[src/rtl/altusoc_wb2axi.sv]
// altusoc_wb2axi: Wishbone-classic slave to single-beat AXI4 master bridge.
// Each Wishbone cycle becomes one 32-bit AXI4 read or write; the AXI response
// is returned as a one-cycle ack (OKAY/EXOKAY) or err (SLVERR/DECERR).
module altusoc_wb2axi #(
  parameter int              AW = 32,
  parameter int              IW = 3,
  parameter logic [IW-1:0]   ID = 3'b010
) (
  input  logic          clk,
  input  logic          rst_n,
  // Wishbone classic slave
  input  logic [AW-1:0] i_wb_adr,
  input  logic [31:0]   i_wb_dat,
  input  logic [3:0]    i_wb_sel,
  input  logic          i_wb_we,
  input  logic          i_wb_cyc,
  input  logic          i_wb_stb,
  output logic [31:0]   o_wb_rdt,
  output logic          o_wb_ack,
  output logic          o_wb_err,
  // AXI4 write address
  output logic [IW-1:0] o_awid,
  output logic [AW-1:0] o_awaddr,
  output logic [7:0]    o_awlen,
  output logic [2:0]    o_awsize,
  output logic [1:0]    o_awburst,
  output logic          o_awvalid,
  input  logic          i_awready,
  // AXI4 write data
  output logic [31:0]   o_wdata,
  output logic [3:0]    o_wstrb,
  output logic          o_wlast,
  output logic          o_wvalid,
  input  logic          i_wready,
  // AXI4 write response
  input  logic [IW-1:0] i_bid,
  input  logic [1:0]    i_bresp,
  input  logic          i_bvalid,
  output logic          o_bready,
  // AXI4 read address
  output logic [IW-1:0] o_arid,
  output logic [AW-1:0] o_araddr,
  output logic [7:0]    o_arlen,
  output logic [2:0]    o_arsize,
  output logic [1:0]    o_arburst,
  output logic          o_arvalid,
  input  logic          i_arready,
  // AXI4 read data
  input  logic [31:0]   i_rdata,
  input  logic [IW-1:0] i_rid,
  input  logic [1:0]    i_rresp,
  input  logic          i_rlast,
  input  logic          i_rvalid,
  output logic          o_rready
);

  typedef enum logic [2:0] {IDLE, WRITE, WRESP, READ, RRESP, DONE} state_e;

  state_e        state, state_nxt;
  logic [AW-1:0] addr_q;
  logic [31:0]   dat_q;
  logic [3:0]    sel_q;
  logic [31:0]   rdt_q;
  logic          awvalid_q, wvalid_q, arvalid_q;
  logic          bready_q, rready_q;
  logic          ack_q, err_q;
  logic          unused_inputs;

  // Single-beat, word-sized INCR transactions with a fixed ID.
  assign o_awid    = ID;
  assign o_awaddr  = addr_q;
  assign o_awlen   = 8'd0;
  assign o_awsize  = 3'b010;
  assign o_awburst = 2'b01;
  assign o_awvalid = awvalid_q;
  assign o_wdata   = dat_q;
  assign o_wstrb   = sel_q;
  assign o_wlast   = 1'b1;
  assign o_wvalid  = wvalid_q;
  assign o_bready  = bready_q;
  assign o_arid    = ID;
  assign o_araddr  = addr_q;
  assign o_arlen   = 8'd0;
  assign o_arsize  = 3'b010;
  assign o_arburst = 2'b01;
  assign o_arvalid = arvalid_q;
  assign o_rready  = rready_q;
  assign o_wb_rdt  = rdt_q;
  assign o_wb_ack  = ack_q;
  assign o_wb_err  = err_q;

  // IDs, rlast, byte-offset bits and the low response bit carry no information here.
  assign unused_inputs = ^{i_bid, i_rid, i_rlast, i_wb_adr[1:0], i_bresp[0], i_rresp[0]};

  // State register.
  always_ff @(posedge clk or negedge rst_n) begin
    if (!rst_n) state <= IDLE;
    else        state <= state_nxt;
  end

  // Next-state logic; WRITE leaves once both AW and W have handshaken, in any order.
  always_comb begin
    state_nxt = state;
    unique case (state)
      IDLE:  if (i_wb_cyc && i_wb_stb) state_nxt = i_wb_we ? WRITE : READ;
      WRITE: if ((!awvalid_q || i_awready) && (!wvalid_q || i_wready)) state_nxt = WRESP;
      WRESP: if (i_bvalid)  state_nxt = DONE;
      READ:  if (i_arready) state_nxt = RRESP;
      RRESP: if (i_rvalid)  state_nxt = DONE;
      DONE:  state_nxt = IDLE;
      default: state_nxt = IDLE;
    endcase
  end

  // Registered AXI handshake outputs, request latches and Wishbone termination.
  // ack/err are registered on the response handshake so they are visible while in
  // DONE; i_wb_cyc is sampled on that same edge to suppress termination after an abort.
  always_ff @(posedge clk or negedge rst_n) begin
    if (!rst_n) begin
      addr_q    <= '0;
      dat_q     <= '0;
      sel_q     <= '0;
      rdt_q     <= '0;
      awvalid_q <= 1'b0;
      wvalid_q  <= 1'b0;
      arvalid_q <= 1'b0;
      bready_q  <= 1'b0;
      rready_q  <= 1'b0;
      ack_q     <= 1'b0;
      err_q     <= 1'b0;
    end else begin
      ack_q <= 1'b0;
      err_q <= 1'b0;
      unique case (state)
        IDLE: begin
          if (i_wb_cyc && i_wb_stb) begin
            addr_q <= {i_wb_adr[AW-1:2], 2'b00};
            dat_q  <= i_wb_dat;
            sel_q  <= i_wb_sel;
            if (i_wb_we) begin
              awvalid_q <= 1'b1;
              wvalid_q  <= 1'b1;
            end else begin
              arvalid_q <= 1'b1;
            end
          end
        end
        WRITE: begin
          if (i_awready) awvalid_q <= 1'b0;
          if (i_wready)  wvalid_q  <= 1'b0;
          if (state_nxt == WRESP) bready_q <= 1'b1;
        end
        WRESP: begin
          if (i_bvalid) begin
            bready_q <= 1'b0;
            ack_q    <= i_wb_cyc && !i_bresp[1];
            err_q    <= i_wb_cyc &&  i_bresp[1];
          end
        end
        READ: begin
          if (i_arready) begin
            arvalid_q <= 1'b0;
            rready_q  <= 1'b1;
          end
        end
        RRESP: begin
          if (i_rvalid) begin
            rready_q <= 1'b0;
            rdt_q    <= i_rdata;
            ack_q    <= i_wb_cyc && !i_rresp[1];
            err_q    <= i_wb_cyc &&  i_rresp[1];
          end
        end
        default: ;
      endcase
    end
  end

endmodule

[config.mk]
export PLATFORM = sky130hd
export DESIGN_NAME = altusoc_wb2axi
export DESIGN_NICKNAME = d
export VERILOG_FILES = /design/src/rtl/altusoc_wb2axi.sv
export SDC_FILE = /design/constraint.sdc
export NUM_CORES = 1
export LEC_CHECK = 0
export BUFFER_PORTS_ARGS = -buffer_cell sky130_fd_sc_hd__buf_2
export CAP_MARGIN = 20
export CORE_UTILIZATION = 35
export DETAILED_ROUTE_END_ITERATION = 12
export PLACE_DENSITY_LB_ADDON = 0.3
export SLEW_MARGIN = 10
export SYNTH_ARGS = -nofsm -noshare
export SYNTH_HDL_FRONTEND = slang
export SYNTH_SLANG_ARGS = --single-unit
export TNS_END_PERCENT = 10
[constraint.sdc]
create_clock -name clk -period 1.7 [get_ports clk]
set_input_delay 0.085 -clock clk [delete_from_list [all_inputs] [get_ports clk]]
set_output_delay 0.085 -clock clk [all_outputs]
set_load 0.01 [all_outputs]
== Word level (Yosys, flattened, before mapping) ==
Cells that the tools add are included.

* Output and inout port bits: 172
* Memory bits (read-only): 0
* Register bits after elaboration: 108
* Input port bits: 121
* Bits in latches: 0
* Memories: 0
* Bits in writable memories: 0
* Logic and storage cells: 79

* Shifts and indexed selects: 0
* Magnitude comparators: 0
* Multiplexer cells: 29
* Eq/ne operators: 14
* Bitwise operators: 0
* Add/subtract/negate cells: 0
* Div/mod/pow operators: 0
* Multiply operators: 0
* Reduce and logical (&&, ||, !) cells: 24

{| class="wikitable"
|+ Operators with widths
! kind !! number
|-
| inequality test 2 bit (second input constant) || 9
|-
| 2-to-1 mux 1 bit || 15
|-
| 2-to-1 mux 3 bit || 5
|-
| case mux 3 bit (5 select lines) || 1
|-
| case mux 1 bit (2 select lines) || 7
|-
| AND reduction 4 bit || 3
|-
| equality test 3 x 2 -> 1 bit (second input constant) || 3
|-
| nonzero test 2 bit || 4
|-
| logical AND 1 bit || 6
|-
| AND reduction 3 bit || 2
|-
| zero test 1 bit || 4
|-
| AND reduction 2 bit || 2
|-
| equality test 3 x 1 -> 1 bit (second input constant) || 1
|-
| equality test 3 bit (second input constant) || 1
|-
| zero test 3 bit || 1
|-
| logical OR 1 bit || 2
|-
| 2-to-1 mux 2 bit || 1
|}

== Longest topological paths before layout ==
Gate-level depths: netlist (run 1).

* Depth after elaboration: 8
* Depth in mapped cells: 6
* Depth with buffers taken out: 3

== Worst setup path after synthesis (run 1) ==
Ideal clock, no wire load.

* Path kind: flip-flop to flip-flop
* Start: register state[0]
* End: register addr_q[14] (netlist: o_araddr[14])
* Library setup time: 0.125 ns
* Path buffers: 3
* Required time: 1.575 ns
* Setup slack: 0.116 ns
* Stages on the path, launching flop included: 7
* Arrival: 1.459 ns
* Clock period less this slack: 1.584 ns
* Path through: dfrtp_1 nor2_2 and4b_1 buf_2 buf_6 buf_6 mux2_4

* Cells in the longest elaborated chain, start to end: 2

{| class="wikitable"
|+ RTL lines
! item !! line !! source
|-
| start: declaration || 59 || <nowiki>state_e state, state_nxt;</nowiki>
|-
| start signal: assignment || 98 || <nowiki>else state <= state_nxt;</nowiki>
|-
| zero test 3 bit || 134 || <nowiki>unique case (state)</nowiki>
|-
| AND reduction 2 bit (no line) || -- ||
|-
| end signal: assignment || 137 || <nowiki>addr_q <= {i_wb_adr[AW-1:2], 2'b00};</nowiki>
|-
| end: declaration || 60 || <nowiki>logic [AW-1:0] addr_q;</nowiki>
|}

No other way between the ends.
A chain may end at the register's enable or synchronous reset.

== Worst setup path after layout (run 1) ==
* Start: register state[0]
* End: register dat_q[24] (netlist: o_wdata[24])

* Cells in the longest elaborated chain, start to end: 2

{| class="wikitable"
|+ RTL lines
! item !! line !! source
|-
| zero test 3 bit || 134 ||
|-
| AND reduction 2 bit (no line) || -- ||
|-
| end signal: assignment || 138 || <nowiki>dat_q <= i_wb_dat;</nowiki>
|-
| end: declaration || 61 || <nowiki>logic [31:0] dat_q;</nowiki>
|}

No other way between the ends.

==> results.sh, run 1 <==
export IMPL_status="complete, no violations"
export IMPL_muxShareOfSynthArea_pct=25.4
export IMPL_io_pins=293
export IMPL_dieHeight_um=119
export IMPL_grt_max_degree=109
export IMPL_max_slew_margin_pct=62.6
export IMPL_synth_compound_area_share_pct=2.12
export IMPL_postCtsSetupRepairBufs=0
export IMPL_synthXorXnorAreaFrac_pct=0.183
export IMPL_post_route_util_pct=54.5
export IMPL_via_per_inst=4.33
export IMPL_pwr_share_comb_pct=42.5
export IMPL_postRouteAntennaNets=0
export IMPL_synth_top_area_share_pct=56.6
export IMPL_swShare_pct=33.4
export IMPL_grt_pass1_wl_um=18600
export IMPL_dp_cells=713
export IMPL_p_per_area_nw_per_um2=1640
export IMPL_netlist_instances=327
export IMPL_async_reset_ff_share_pct=100
export IMPL_htreeDepth=3
export IMPL_path_class="reg -> reg"
export IMPL_synth_area_sq_um=4780
export IMPL_fin_skew_ns=0.00934
export IMPL_clk_latency_ns=0.35
export IMPL_grt_antenna_before_repair=0
export IMPL_cts_buffers=9
export IMPL_diodes=0
export IMPL_totalWireLength_um=11600
export IMPL_synth_commonest_cells="dfrtp_1, buf_4, mux2_2"
export IMPL_clk_pin_slew_ns=0.07
export IMPL_rows=42
export IMPL_final_cells=832
export IMPL_initial_core_util_pct=35.9
export IMPL_grt_overflow_total=0
export IMPL_synthFlopType="dfrtp_1"
export IMPL_ys_warn_count=0
export IMPL_end_kind="flop"
export IMPL_wl_per_cell_um=14.0
export IMPL_ys_ff_latch=108
export IMPL_crit_fanout=21
export IMPL_die_x_um=119
export IMPL_place_gp_congestion=0.706
export IMPL_final_setup_tns_ns=0
export IMPL_synth_cell_type_count=31
export IMPL_ys_seq_area_share_pct=56.6
export IMPL_startpoint_type="flop"
export IMPL_cts_resized_gates=0
export IMPL_synth_top_cell_by_area="dfrtp_1"
export IMPL_drc_errors=0
export IMPL_dp_final_hpwl_um=7530
export IMPL_vias=3602
export IMPL_synth_top_family_by_area="multiplexers"
export IMPL_portBuffers=244
export IMPL_ir_worst_vdd_uv=835
export IMPL_hp_class="in -> reg"
export IMPL_core_sq_um=13300
export IMPL_fmax_mhz=613
export IMPL_cp_required_ns=1.93
export IMPL_setup_viol=0
export IMPL_dr_pass1_iters=4
export IMPL_synth_adder_area_share_pct=0
export IMPL_dieArea_sq_um=14100
export IMPL_drtIter0Drc=116
export IMPL_root_buffer="clkbuf_16"
export IMPL_cts_tree="done"
export IMPL_power_leakage_uw=0.00361
export IMPL_drive_gt1_share_pct=57.0
export IMPL_switching_power_uw=3980
export IMPL_p_int_uw=7940
export IMPL_synth_area_leaders="dfrtp_1, mux2_2, buf_4"
export IMPL_report_final_hold_viol_count=0
export IMPL_grt_pass1_vias=3821
export IMPL_slew_viol_final=0
export IMPL_finalCritPeriodShare_pct=95.9
export IMPL_tightestPinTransition_ns=0.561
export IMPL_arrival_ns=1.86
export IMPL_clockPowerShare_pct=19.0
export IMPL_cts_sinks=108
export IMPL_max_cap_viol_count=0
export IMPL_syn_to_final_growth_pct=51.7
export IMPL_synth_simple_area_share_pct=2.78
export IMPL_yosysMostFrequentCell="dfrtp_1"
export IMPL_avgSynthCellArea_sq_um=14.6
export IMPL_grt_use_total_pct=16.9
export IMPL_rsz0062_at_grt="no"
export IMPL_power_frac_seq_pct=38.5
export IMPL_nNetsFinal=772
export IMPL_synth_edf_count=0
export IMPL_clockBufferDepth=2
export IMPL_period_needed_ns=1.63
layout by cell type, fill, tap and decap left out, types with 2 or more instances in the layout:
| cell type | Yosys | layout |
|---|---|---|
| buf_2 | 7 | 243 |
| dfrtp_1 | 108 | 108 |
| dlygate4sd3_1 | 0 | 103 |
| mux2_2 | 69 | 69 |
| conb_1 | 2 | 37 |
| mux2_4 | 29 | 29 |
| clkbuf_16 | 0 | 9 |
| buf_4 | 69 | 8 |
| nand2_1 | 5 | 5 |
| inv_1 | 4 | 4 |
| buf_12 | 0 | 4 |
| nor2_1 | 3 | 3 |
| o21ai_0 | 3 | 3 |
| clkinvlp_4 | 0 | 3 |
| nand4b_1 | 2 | 2 |
| a21oi_1 | 2 | 2 |
| o22ai_1 | 2 | 2 |
| a221oi_1 | 2 | 2 |
| bufinv_16 | 0 | 2 |
power by group through the flow:
stage	sequential (uW)	combinational (uW)	clock, uW
2_1_floorplan	5170	2660	0
3_3_place_gp	4530	4840	0
3_5_place_dp	4590	4900	0
4_1_cts	4570	5090	2330
5_1_grt	4770	5430	2430
6_report	4590	5070	2260
state kept, by name, summed over array words and instances, names as in the netlist:
signal,cells
o_araddr,30
o_arvalid,1
o_awvalid,1
o_bready,1
o_rready,1
o_wb_ack,1
o_wb_err,1
o_wb_rdt,32
o_wdata,32
o_wstrb,4
o_wvalid,1
state,3
routing by layer:
layer	global-route usage, %	wire (um)	vias up
met5	0	0	-
met4	8.70	242	0
met3	5.03	898	15
met2	30.6	6090	178
met1	17.6	4390	1742
li1	-	-	1667
worst paths after layout:
kind                                  from  slack (ns)  cells after the start           to
max in group asynchronous            rst_n        0.93                      3  o_wdata[22]
min in group asynchronous            rst_n        0.34                      3     o_rready
worst max register to register    state[0]        0.07                      4  o_wdata[24]
worst min register to register    o_bready        0.48                      2     o_bready
worst max-delay path              state[0]        0.07                      4  o_wdata[24]
worst min-delay path            i_bresp[1]        0.03                      3     o_wb_err
cell type report:
cell class	instances	area [sq um]
clock buffers	10	239
clock inverters	6	87.6
fillers	1071	6050
inverters	4	15.0
multi-input cells	170	1600
flip-flops and latches	108	2700
well taps	176	220
repair buffers	358	2390
worst max-delay path: stages, from the launching register on:
cell	delay [ns]
dfrtp_1	0.39
nor2_2	0.15
and4b_4	0.38
buf_12	0.23
mux2_2	0.35
stage by stage:
stage	area, sq um	total power (uW)	hold slack [ns]	worst slack, ns
global route	7250	12600	0.0294	0.00904
CTS	7250	12000	0.00881	0.0436
finish	7250	11900	0.0268	0.0693
detailed placement	5890	9490	0.211	0.0583
floorplan	4910	7830	-0.211	0.116
global placement	5890	9370	0.199	0.0736
kinds of logic (layout without fill, tap and decap cells):
family | after synthesis | count (layout)
buf+inv | 84 | 378
other cells | 2 | 37
flops | 108 | 108
xor+xnor | 1 | 1
mux | 98 | 98
compound gates | 14 | 14
simple gates | 20 | 20
repair_timing:
action / CTS / global route
endpoints found under the setup margin: 0 / 0
endpoints found under the hold margin: 211 / 0
hold buffers: 103 / 0
No activity file was read; power rests on OpenSTA's default activity.
==> run 2: changes to the inputs <==
--- a/config.mk
+++ b/config.mk
@@ -5,6 +5,7 @@
 export SDC_FILE = /design/constraint.sdc
 export NUM_CORES = 1
 export LEC_CHECK = 0
+export ABC_AREA = 1
 export BUFFER_PORTS_ARGS = -buffer_cell sky130_fd_sc_hd__buf_2
 export CAP_MARGIN = 20
 export CORE_UTILIZATION = 35
==> run 2 against run 1 <==
Compared with the run above: via count up 19%; clock power down 2%; worst setup slack better by 0.26 ns; first-iteration DRC count up 59%; sequential cell count unchanged; routed wire length up 8.4%; design area down 2.1%; hold slack better by 0.0027 ns; clock skew down 0.0044 ns; power down 7.2%; highest routed layer unchanged; sequential share of layout area up 0.78 points; register-to-register slack better by 0.26 ns.
==> results.sh, run 2 <==
export IMPL_ys_seq_area_share_pct=57.5
export IMPL_p_per_area_nw_per_um2=1560
export IMPL_power_uw=11100
export IMPL_slew_viol_final=0
export IMPL_ys_warn_count=0
export IMPL_ys_ff_latch=108
export IMPL_power_leakage_uw=0.00414
export IMPL_io_pins=293
export IMPL_mostFrequentLayoutCells="nand2_1, buf_2, dfrtp_1, dlygate4sd3_1, conb_1"
export IMPL_clockBufferDepth=2
export IMPL_postCtsSetupRepairBufs=0
export IMPL_drc_errors=0
export IMPL_m1WireLength_um=5220
export IMPL_dr_pass1_iters=4
export IMPL_synth_top_cell_by_area="dfrtp_1"
export IMPL_cts_tree="done"
export IMPL_muxShareOfSynthArea_pct=0
export IMPL_place_gp_congestion=0.727
export IMPL_nNetsFinal=982
export IMPL_dieArea_sq_um=13900
export IMPL_dpl_cell_area_sq_um=5790
export IMPL_routed_wl_met3_um=663
export IMPL_die_x_um=118
export IMPL_avgSynthCellArea_sq_um=8.53
export IMPL_fmax_mhz=729
export IMPL_hp_class="in -> reg"
export IMPL_fin_area_sq_um=7100
export IMPL_fillers=1143
export IMPL_grt_pass1_vias=4201
export IMPL_setup_viol=0
export IMPL_dp_final_hpwl_um=8140
export IMPL_core_sq_um=12900
export IMPL_synth_top_family_by_area="simple AND/OR/NAND/NOR gates"
export IMPL_ir_worst_vdd_uv=600
export IMPL_async_reset_ff_share_pct=100
export IMPL_synthFlopType="dfrtp_1"
export IMPL_finalCritPeriodShare_pct=80.7
export IMPL_grt_max_degree=67
export IMPL_rsz0062_at_grt="no"
export IMPL_portBuffers=244
export IMPL_startpoint_type="flop"
export IMPL_synth_commonest_cells="nand2_1, dfrtp_1, buf_4"
export IMPL_clk_latency_ns=0.34
export IMPL_grt_antenna_before_repair=0
export IMPL_area_sequential_sq_um=2700
export IMPL_synth_compound_area_share_pct=0.586
export IMPL_totalWireLength_um=12600
export IMPL_post_route_util_pct=55.1
export IMPL_multi_input_area_sq_um=1480
export IMPL_final_setup_tns_ns=0
export IMPL_grt_use_total_pct=18.8
export IMPL_layout_commonest_cell="nand2_1"
export IMPL_cts_sinks=108
export IMPL_syn_to_final_growth_pct=51.1
export IMPL_drtIter0Drc=184
export IMPL_crit_fanout=56
export IMPL_dieHeight_um=118
export IMPL_rows=41
export IMPL_synth_area_sq_um=4700
export IMPL_grt_pass1_wl_um=20800
export IMPL_postRouteAntennaNets=0
export IMPL_report_final_hold_viol_count=0
export IMPL_diodes=0
export IMPL_synth_simple_area_share_pct=27.8
export IMPL_synth_adder_area_share_pct=0
export IMPL_netlist_instances=551
export IMPL_cts_buffers=9
export IMPL_via_per_inst=4.14
export IMPL_grt_overflow_total=0
export IMPL_period_needed_ns=1.37
export IMPL_clk_pin_slew_ns=0.07
export IMPL_synth_cell_type_count=17
export IMPL_max_cap_viol_count=0
export IMPL_end_kind="flop"
export IMPL_root_buffer="clkbuf_16"
export IMPL_arrival_ns=1.65
export IMPL_drive_gt1_share_pct=31.3
export IMPL_vias=4297
export IMPL_fin_skew_ns=0.00497
export IMPL_wl_per_cell_um=12.1
export IMPL_synth_edf_count=0
export IMPL_initial_core_util_pct=36.5
export IMPL_synth_top_area_share_pct=57.5
export IMPL_synthXorXnorAreaFrac_pct=0
export IMPL_path_class="reg -> reg"
export IMPL_cp_required_ns=1.98
export IMPL_synth_area_leaders="dfrtp_1, nand2_1, buf_4"
export IMPL_status="complete, no violations"
export IMPL_wl_met2_um=6450
export IMPL_yosysMostFrequentCell="nand2_1"
export IMPL_htreeDepth=3
export IMPL_top_layer="met4"
-- run 2: final cells by class --
class                   count  share of cell area, %
clock inverters             4                   1.04
inverters                  12                  0.634
multi-input cells         379                   20.9
repair buffers            351                   32.9
flip-flops and latches    108                   38.1
clock buffers              11                   3.42
well taps                 172                   3.03
-- run 2: what timing repair did --
item | in CTS | in global routing
endpoints found under the hold margin | 122 | 0
hold buffers | 99 | 0
gates resized for setup | 0 | 0
-- run 2: stage by stage --
step | hold WS (ns) | instances | setup WS [ns]
floorplan | -0.211 | 586 | 0.455
global placement | 0.0365 | 923 | 0.375
detailed placement | 0.0354 | 923 | 0.332
CTS | 0.0166 | 1037 | 0.313
global route | 0.0404 | 1037 | 0.184
finish | 0.0296 | 1037 | 0.328
-- run 2: path summary, 6_finish.rpt --
kind | startpoint | to | slack [ns] | cells past startpoint
worst max-delay path | state[1] | o_wdata[13] | 0.33 | 6
worst min-delay path | i_rresp[1] | o_wb_err | 0.03 | 3
worst max register to register | state[1] | o_wdata[13] | 0.33 | 6
worst min register to register | o_rready | o_rready | 0.47 | 2
max in group asynchronous | rst_n | o_araddr[29] | 0.91 | 3
min in group asynchronous | rst_n | o_wdata[11] | 0.20 | 2
-- run 2: cell families (layout without fill, tap and decap cells) --
group                  Yosys count  after routing
AO/OA/AOI/OAI                    5              5
buffers and inverters           99            378
flip-flops                     108            108
other                            2             37
AND/OR/NAND/NOR                337            337
-- run 2: metal layers --
metal	GRT usage, %	vias up
met3	3.00	18
met1	22.2	1940
met2	33.1	166
met4	8.97	0
li1	-	2173
met5	0	-
-- run 2: power breakdown --
part	internal (uW)	leakage (uW)	switching, uW
clock network	1320	0.000156	892
logic	1880	0.00263	2520
registers	3740	0.00135	695
total	6940	0.00414	4110
-- run 2: worst max-delay path, stage by stage, from the launching register on --
cell and delay (ns):
dfrtp_1 0.47, nor2_4 0.17, nand2_1 0.11, nor2_4 0.12, buf_12 0.25, nand2_1 0.11, nand2_1 0.08
